## src/rtl/mmio_periph.sv

```systemverilog
// mmio_periph: memory-mapped peripheral block on the CPU data bus.
// Contains a reloadable 32-bit timer with interrupt, an 8-bit LED register
// and a scanned four-digit hex seven-segment display driver.
// Optional feature macro: MMIO_SYSTICK_EN adds a free-running SYSTICK
// counter at offset 0x14.
module mmio_periph #(
   parameter logic [31:0] BASE_ADDR = 32'h4000_0000,
   parameter int unsigned SCAN_DIV  = 50000
) (
   input  logic        clk,
   input  logic        rst,
   input  logic        memread,
   input  logic        memwrite,
   input  logic [31:0] addr,
   input  logic [31:0] wdata,
   output logic [31:0] rdata,
   output logic        hit,
   output logic        irq,
   output logic [7:0]  led,
   output logic [6:0]  seg,
   output logic [3:0]  an
);

   localparam logic [19:0] SCAN_LAST = 20'(SCAN_DIV - 1);

   logic [31:0] th_reg, tl_reg, tl_next;
   logic [2:0]  tcon_reg, tcon_next;
   logic [7:0]  led_reg;
   logic [15:0] disp_reg, disp_next;
   logic [19:0] scan_cnt_reg;
   logic [1:0]  idx_reg, idx_next;
   logic [6:0]  seg_reg;
   logic [3:0]  an_reg;
   logic        scan_wrap, overflow;

   logic        in_window;
   logic [4:0]  offset;
   logic        sel_th, sel_tl, sel_tcon, sel_led, sel_disp, sel_tick;
   logic        addr_lo_unused;

`ifdef MMIO_SYSTICK_EN
   logic [31:0] systick_reg;
`endif

   // Word-aligned offset; byte-lane bits are not part of the decode.
   assign in_window      = (addr[31:5] == BASE_ADDR[31:5]);
   assign offset         = {addr[4:2], 2'b00};
   assign addr_lo_unused = ^addr[1:0];

   // Hex nibble to active-low segments (bit 6 = g ... bit 0 = a).
   function automatic logic [6:0] hex7(input logic [3:0] n);
      case (n)
         4'h0: hex7 = 7'b1000000;
         4'h1: hex7 = 7'b1111001;
         4'h2: hex7 = 7'b0100100;
         4'h3: hex7 = 7'b0110000;
         4'h4: hex7 = 7'b0011001;
         4'h5: hex7 = 7'b0010010;
         4'h6: hex7 = 7'b0000010;
         4'h7: hex7 = 7'b1111000;
         4'h8: hex7 = 7'b0000000;
         4'h9: hex7 = 7'b0010000;
         4'hA: hex7 = 7'b0001000;
         4'hB: hex7 = 7'b0000011;
         4'hC: hex7 = 7'b1000110;
         4'hD: hex7 = 7'b0100001;
         4'hE: hex7 = 7'b0000110;
         default: hex7 = 7'b0001110;
      endcase
   endfunction

   // Register select decode; only implemented offsets inside the window hit.
   always_comb begin
      sel_th   = 1'b0;
      sel_tl   = 1'b0;
      sel_tcon = 1'b0;
      sel_led  = 1'b0;
      sel_disp = 1'b0;
      sel_tick = 1'b0;
      if (in_window) begin
         case (offset)
            5'h00: sel_th   = 1'b1;
            5'h04: sel_tl   = 1'b1;
            5'h08: sel_tcon = 1'b1;
            5'h0C: sel_led  = 1'b1;
            5'h10: sel_disp = 1'b1;
`ifdef MMIO_SYSTICK_EN
            5'h14: sel_tick = 1'b1;
`endif
            default: ;
         endcase
      end
   end

   assign hit = sel_th | sel_tl | sel_tcon | sel_led | sel_disp | sel_tick;

   // Zero-latency read mux, gated by the read strobe.
   always_comb begin
      rdata = 32'h0;
      if (memread) begin
         if (sel_th)   rdata = th_reg;
         if (sel_tl)   rdata = tl_reg;
         if (sel_tcon) rdata = {29'h0, tcon_reg};
         if (sel_led)  rdata = {24'h0, led_reg};
         if (sel_disp) rdata = {16'h0, disp_reg};
`ifdef MMIO_SYSTICK_EN
         if (sel_tick) rdata = systick_reg;
`endif
      end
   end

   // Timer next state: CPU write to TL wins; a setting overflow is never lost.
   always_comb begin
      overflow  = tcon_reg[0] && (tl_reg == 32'hFFFF_FFFF);
      tl_next   = tl_reg;
      tcon_next = tcon_reg;
      if (tcon_reg[0]) tl_next = overflow ? th_reg : tl_reg + 32'd1;
      if (memwrite && sel_tl)   tl_next   = wdata;
      if (memwrite && sel_tcon) tcon_next = wdata[2:0];
      if (overflow && tcon_reg[1]) tcon_next[2] = 1'b1;
   end

   // Scanner next state; seg/an are computed from the post-edge index and DISP.
   always_comb begin
      scan_wrap = (scan_cnt_reg == SCAN_LAST);
      idx_next  = scan_wrap ? idx_reg + 2'd1 : idx_reg;
      disp_next = (memwrite && sel_disp) ? wdata[15:0] : disp_reg;
   end

   // Timer and software-visible registers.
   always_ff @(posedge clk or negedge rst) begin
      if (!rst) begin
         th_reg   <= 32'h0;
         tl_reg   <= 32'h0;
         tcon_reg <= 3'h0;
         led_reg  <= 8'h0;
         disp_reg <= 16'h0;
      end else begin
         if (memwrite && sel_th)  th_reg  <= wdata;
         if (memwrite && sel_led) led_reg <= wdata[7:0];
         tl_reg   <= tl_next;
         tcon_reg <= tcon_next;
         disp_reg <= disp_next;
      end
   end

   // Display scan counter, digit index and registered digit outputs.
   always_ff @(posedge clk or negedge rst) begin
      if (!rst) begin
         scan_cnt_reg <= 20'h0;
         idx_reg      <= 2'd0;
         seg_reg      <= 7'b1000000;
         an_reg       <= 4'b1110;
      end else begin
         scan_cnt_reg <= scan_wrap ? 20'h0 : scan_cnt_reg + 20'd1;
         idx_reg      <= idx_next;
         seg_reg      <= hex7(disp_next[{idx_next, 2'b00} +: 4]);
         an_reg       <= ~(4'b0001 << idx_next);
      end
   end

`ifdef MMIO_SYSTICK_EN
   // Free-running SYSTICK; a CPU write overrides the increment.
   always_ff @(posedge clk or negedge rst) begin
      if (!rst)                      systick_reg <= 32'h0;
      else if (memwrite && sel_tick) systick_reg <= wdata;
      else                           systick_reg <= systick_reg + 32'd1;
   end
`endif

   assign irq = tcon_reg[2];
   assign led = led_reg;
   assign seg = seg_reg;
   assign an  = an_reg;

endmodule

```

## config.mk

```make
export PLATFORM = sky130hd
export DESIGN_NAME = mmio_periph
export DESIGN_NICKNAME = d
export VERILOG_FILES = /design/src/rtl/mmio_periph.sv
export SDC_FILE = /design/constraint.sdc
export NUM_CORES = 1
export LEC_CHECK = 0
export CAP_MARGIN = 10
export CORE_MARGIN = 4
export CORE_UTILIZATION = 25
export DETAILED_ROUTE_END_ITERATION = 7
export PLACE_DENSITY = 0.44
export RECOVER_POWER = 50
export SLEW_MARGIN = 20
export SYNTH_ARGS = -nofsm -noshare
export SYNTH_HDL_FRONTEND = slang
export SYNTH_SLANG_ARGS = --single-unit
```

## constraint.sdc

```tcl
create_clock -name clk -period 3.85 [get_ports clk]
set_input_delay 0.5775 -clock clk [delete_from_list [all_inputs] [get_ports clk]]
set_output_delay 0.5775 -clock clk [all_outputs]
set_load 0.01 [all_outputs]
```

==> results.json, run 1 <==
{
  "worstSetupEndpointType": "output port",
  "hpwl_um": 17240,
  "place_area_um2": 9117,
  "antenna_cells": 0,
  "dieArea_um2": 31100,
  "cp_data_arrival_time_ps": 3110,
  "wl_per_cell_um": 18.50,
  "areaGrowthSynthToFinish_pct": 38.54,
  "ioPinCount": 121,
  "violations": "max-capacitance violations, max-slew violations",
  "die_width_um": 176.4,
  "cts_sinks": 124,
  "crit_type": "input port to output port",
  "initial_core_util_pct": 25.44,
  "synth-main-ff-cell": "dfrtp_1",
  "postSynth.asyncResetShare_pct": 100.0,
  "timing.final.crit_share_pct": 95.88,
  "worst-r2r-setup-slack_ps": 780,
  "power_switching_uw": 730.8,
  "max_freq_mhz": 270.9,
  "hold_depth": 1,
  "viasPerCell": 4.950,
  "stdcell_area_um2": 9818,
  "netlist_area_um2": 7087,
  "cts-root-buf": "clkbuf_16",
  "powerDensity_nw_per_um2": 304.5,
  "drt-total-wl_um": 23830,
  "clk_path_buf_depth": 2,
  "worstReg2RegEnd": "seg[3]",
  "hold_violations": 0,
  "die_y_um": 176.4,
  "synth_area_per_cell_um2": 9.577,
  "intPower_uw": 2259,
  "clk_latency_ps": 430,
  "whs_endpoint": "scan_cnt_reg[0]",
  "setup_violations": 0,
  "numCtsBuffers": 17,
  "grt.overflow.total": 0,
  "first_pass_iters": 5,
  "period_minus_slack_ps": 3691,
  "cp_slowest_cell": "clkdlybuf4s50_1",
  "ant_nets": 0,
  "cts_max_level": 4,
  "drive_above_1_share_pct": 20.33,
  "maxSlewViolCount": 49,
  "grt_pass1_wl_um": 37170,
  "synth_edf_count": 0,
  "dpl.cell_count": 1252,
  "port_buffers": 118,
  "irDropWorstVdd_uv": 260.3,
  "drtIter0Drc": 415,
  "start_kind": "input port",
  "cts_tree": "built",
  "slew_headroom_pct": -86.58,
  "setup_slack_ps": 158.7,
  "outcome": "finished with violations",
  "swShare_pct": 24.44,
  "gp_congestion": 0.7853,
  "worst_slew_pin_slew_ps": 2799,
  "place_ws_ps": -417.1,
  "finalNonFillerCells": 1288,
  "synth_cells": 740,
  "drcViolationCount": 0,
  "core_area_um2": 27860,
  "antenna_found_initial": 0,
  "crit_path_cell_trace": "clkdlybuf4s50_1 > nor4b_4 > and3_4 > nand2_1 > buf_4 > nor4_4 > buf_6 > a222oi_1 > a21boi_1 > buf_4 > clkdlybuf4s50_1",
  "synth_nets": 816,
  "hp-start": "scan_cnt_reg[0]",
  "floorplan.rows": 61,
  "cap_viol_max_count": 1,
  "max_stage_delay_ps": 520,
  "crit_fanout": 8,
  "ys_seq_area_share_pct": 43.86,
  "grt_pass1_vias": 6455,
  "rr_worst_depth": 11,
  "via_count": 6376,
  "finClkSkew_ps": 13.34,
  "yosysUniqueCellTypes": 69,
  "grt_max_degree": 49,
  "crit-reg2reg-launch": "scan_cnt_reg[15]",
  "hold_class": "register to register",
  "combPwrFrac_pct": 5.2,
  "cp_data_required_time_ps": 3270,
  "yosys_register_bits": 124,
  "path_clk_slew_ps": 60,
  "power.leakage_uw": 0.004596,
  "power_frac_seq_pct": 43.6,
  "final_net_count": 973,
  "clock_power_share_pct": 51.2,
  "grt_usage_pct": 15.23,
  "yosys_warnings": 0
}
## repair_timing
action | CTS | global route
endpoints found under the setup margin | 32 | 28
setup buffers | 1 | 2
pin swaps | 1 | 1
hold buffers | 0 | 0
gates cloned | 0 | 1
resized for setup | 19 | 35
## how the worst max path moves through the flow
stage	start	to	slack (ps)	cells after the start
floorplan	addr[23]	seg[4]	620	11
global placement	addr[20]	rdata[11]	-310	11
detailed placement	addr[23]	rdata[11]	-420	11
CTS	addr[28]	rdata[11]	-4	11
global route	addr[20]	rdata[4]	-10	11
finish	addr[28]	rdata[4]	160	11
## cell type report
| class | instances | area (um2) |
|---|---|---|
| Clock buffer | 20 | 466.7 |
| Clock inverter | 12 | 90.09 |
| Fill cell | 2832 | 18040 |
| Inverter | 16 | 60.06 |
| Multi-Input combinational cell | 553 | 3799 |
| Sequential cell | 124 | 3108 |
| Tap cell | 378 | 473.0 |
| Timing Repair Buffer | 185 | 1822 |
## power groups by stage
| stage | clock network, uW | registers, uW | logic [uW] |
|---|---|---|---|
| after floorplan | 0 | 1330 | 18.1 |
| after global routing | 1620 | 1300 | 168 |
| after detailed placement | 0 | 1330 | 153 |
| final | 1530 | 1300 | 155 |
| after CTS | 1570 | 1300 | 159 |
| after global placement | 0 | 1330 | 153 |
## cells in the final DEF (no fill, tap or decap), drive strengths merged, types with 20 or more instances in the layout
cell type      Yosys  layout
dfrtp            120     120
clkdlybuf4s50      0      81
nand2             70      70
nor2              67      67
buf               22      65
mux2              58      58
o21ai             46      46
nand3             34      34
a22oi             34      34
a21oi             28      28
clkbuf            25      26
nand4             24      24
dlymetal6s2s       0      24
and3              20      20
## worst max-delay path: cells and delay by family
family / cells / cell delay [ps]
and+or+nand+nor: 4 / 820
AOI/OAI and AO/OA: 2 / 250
buffers and inverters: 5 / 1460
## Yosys cell counts (all sizes together), types with 4 or more instances
library cell  instances  area (um2)
mux2i                15       150.1
inv                  16       60.06
a22o                  4       35.03
and3                 20       125.1
a21boi                4       30.03
a22oi                34       255.2
nor2                 67       254.0
nor4                  8       50.05
nand2                70       265.3
buf                  22       106.4
and4                  4       35.03
a222oi                7       70.07
a21oi                28       140.1
xnor2                11       96.34
and2                  5       31.28
nor2b                 8       50.05
o31ai                15       112.6
o21ai                46       234.0
mux2                 58       653.1
nand3b                5       37.54
ha                    8       100.1
dfrtp               120        3003
nand3                34       170.2
a21o                  4       30.03
nor4b                 5       56.31
nand4                24       156.4
xor2                 14       122.6
dfstp                 4       105.1
clkbuf               25       95.09
nor3                 13       70.07
## kinds of logic (layout without fill, tap and decap cells)
group	after synthesis	in the layout	synth area share, %
adder cells (fa/ha/maj)	8	8	1.412
AO/OA/AOI/OAI	175	175	17.18
buffers and inverters	63	233	3.690
XOR/XNOR	25	25	3.090
flip-flops	124	124	43.86
AND/OR/NAND/NOR	272	272	19.44
multiplexers	73	73	11.33
## per-stage QoR
stage	power (uW)	hold WS [ps]	setup TNS, ps	utilization, %
finish	2990	463.4	0	35.24
floorplan	1346	281.9	0	-
CTS	3030	189.5	-3.545	34.99
detailed placement	1480	455.5	-5581	32.73
global placement	1480	455.9	-1947	32.73
global route	3089	488.3	-12.02	35.24
## metal layers
layer | GRT usage, % | share of wire, % | vias to the layer above
li1 | - | - | 3064
met4 | 3.191 | 0.88 | 0
met2 | 25.12 | 47 | 146
met1 | 20.47 | 47 | 3154
met5 | 0 | 0 | -
met3 | 3.662 | 5.2 | 12
Note: power is estimated with default switching activity, not from simulation.
==> run 2: changes to the inputs <==
--- a/config.mk
+++ b/config.mk
@@ -6,10 +6,13 @@
 export NUM_CORES = 1
 export LEC_CHECK = 0
 export CAP_MARGIN = 10
+export CELL_PAD_IN_SITES_DETAIL_PLACEMENT = 1
+export CELL_PAD_IN_SITES_GLOBAL_PLACEMENT = 1
 export CORE_MARGIN = 4
 export CORE_UTILIZATION = 25
 export DETAILED_ROUTE_END_ITERATION = 7
-export PLACE_DENSITY = 0.44
+export MAX_ROUTING_LAYER = met4
+export PLACE_DENSITY = 0.54
 export RECOVER_POWER = 50
 export SLEW_MARGIN = 20
 export SYNTH_ARGS = -nofsm -noshare
==> run 2 against run 1 <==
The flow still finishes with violations (max-capacitance violations, max-slew violations); sequential power is essentially flat; global-route usage grew 1.2 points; via count grew 0.61%; combinational power is essentially flat; final area shrank 0.14%; count of clock-buffer cells in the layout is the same; power grew 6.1%; register-to-register slack gained 140 ps; sequential cell count is the same; critical endpoint is now rdata[7].
==> results.json, run 2 (synthesis results as in run 1) <==
{
  "power_frac_seq_pct": 41.1,
  "ioPinCount": 121,
  "max_freq_mhz": 265.1,
  "critPathBufInv": 6,
  "critPathMostFrequentCell": "buf_4",
  "cp_data_arrival_time_ps": 3200,
  "floorplan.rows": 61,
  "worstSetupEndpointType": "output port",
  "ant_nets": 0,
  "grt_pass1_wl_um": 39120,
  "finClkSkew_ps": 15.68,
  "numCtsBuffers": 17,
  "clk_latency_ps": 430,
  "port_buffers": 118,
  "combPwrFrac_pct": 4.9,
  "drt-total-wl_um": 24660,
  "cts_max_level": 4,
  "grt.overflow.total": 0,
  "holdBufCountCts": 0,
  "grt_setup_unrepaired": "yes",
  "via_count": 6415,
  "cts-root-buf": "clkbuf_16",
  "areaGrowthSynthToFinish_pct": 38.35,
  "hold_depth": 1,
  "viasPerCell": 5.000,
  "crit_type": "input port to output port",
  "dieArea_um2": 31100,
  "die_width_um": 176.4,
  "power_switching_uw": 730.0,
  "violations": "max-capacitance violations, max-slew violations",
  "rr_worst_depth": 12,
  "outcome": "finished with violations",
  "grt_max_degree": 60,
  "mostFrequentLayoutCell": "dfrtp_1",
  "die_y_um": 176.4,
  "grt_usage_pct": 16.45,
  "gp_congestion": 0.8136,
  "cp.depth": 11,
  "cp_data_required_time_ps": 3270,
  "stdcell_area_um2": 9804,
  "intPower_uw": 2443,
  "timing.final.crit_share_pct": 97.99,
  "worst_slew_pin_slew_ps": 1614,
  "cp_slowest_cell": "clkdlybuf4s50_1",
  "place_area_um2": 9140,
  "hold_class": "register to register",
  "maxSlewViolCount": 60,
  "antenna_found_initial": 0,
  "drcViolationCount": 0,
  "powerDensity_nw_per_um2": 323.6,
  "final_core_util_pct": 35.19,
  "drive_above_1_share_pct": 19.45,
  "initial_core_util_pct": 25.44,
  "cap_viol_max_count": 1,
  "setup_violations": 0,
  "max_stage_delay_ps": 530,
  "wl_per_cell_um": 19.22,
  "crit_fanout": 19,
  "drtIter0Drc": 360,
  "cts_tree": "built",
  "period_minus_slack_ps": 3773,
  "final_net_count": 968,
  "path_clk_slew_ps": 60,
  "first_pass_iters": 6,
  "slew_headroom_pct": -7.598,
  "antenna_cells": 0,
  "hold_violations": 0,
  "grt_pass1_vias": 6818,
  "cts_sinks": 124,
  "hpwl_um": 18030,
  "irDropWorstVdd_uv": 284.4,
  "clk_path_buf_depth": 2,
  "crit_family": "buffers and inverters",
  "crit_path_cell_trace": "clkdlybuf4s50_1 > nor4_4 > buf_4 > and3_1 > buf_4 > and4b_1 > buf_12 > a222oi_1 > a21boi_1 > buf_4 > clkdlybuf4s50_1",
  "power.leakage_uw": 0.004442,
  "final_cell_mix": "120 x dfrtp_1, 80 x clkdlybuf4s50_1, 68 x nand2_1, 66 x nor2_1, 57 x mux2_2",
  "clock_power_share_pct": 54.0,
  "swShare_pct": 23.01,
  "start_kind": "input port",
  "core_area_um2": 27860
}
-- run 2: area by class of cell --
class | count | area (um2)
Fill cell | 3126 | 18050
Clock inverter | 12 | 161.4
Timing Repair Buffer | 180 | 1755
Inverter | 16 | 60.06
Sequential cell | 124 | 3108
Tap cell | 378 | 473.0
Multi-Input combinational cell | 553 | 3790
Clock buffer | 20 | 456.7
-- run 2: per-layer routing --
metal,track usage [%],vias to the layer above,wire (um)
met3,2.869,18,827
li1,-,3050,-
met1,21.01,3231,11220
met2,27.54,116,12370
met5,-,-,0
met4,3.643,0,248
-- run 2: timing repair --
action,in CTS,in global routing
cloned,0,0
endpoints found under the setup margin,32,15
endpoints found under the hold margin,0,0
pin swaps,1,1
setup buffers,1,0
resized for setup,28,14
-- run 2: worst paths after layout --
kind	start	end	slack [ps]
max in group asynchronous	rst	th_reg[4]	1290
setup / recovery	addr[23]	rdata[7]	80
setup reg to reg	scan_cnt_reg[0]	seg[4]	920
hold reg to reg	scan_cnt_reg[0]	scan_cnt_reg[0]	470
hold / removal	scan_cnt_reg[0]	scan_cnt_reg[0]	470
min in group asynchronous	rst	th_reg[26]	560
-- run 2: stage by stage --
stage	TNS [ps]	worst slack [ps]	hold slack (ps)	total power (uW)	cells
after detailed placement	-6827	-255.3	466.8	1484	1250
after global placement	-5864	-241.1	457.0	1483	1250
after global routing	-65.74	-53.13	500.4	3294	1283
final	0	77.39	471.2	3173	1283
after CTS	0	0.08282	282.0	3220	1283
after floorplan	0	618.8	281.9	1346	740
-- run 2: power groups by stage --
| stage | Combinational [uW] | Sequential (uW) | Clock (uW) |
|---|---|---|---|
| floorplan | 18.1 | 1330 | 0 |
| global placement | 156 | 1330 | 0 |
| detailed placement | 156 | 1330 | 0 |
| CTS | 161 | 1300 | 1760 |
| global route | 169 | 1300 | 1820 |
| finish | 156 | 1300 | 1710 |
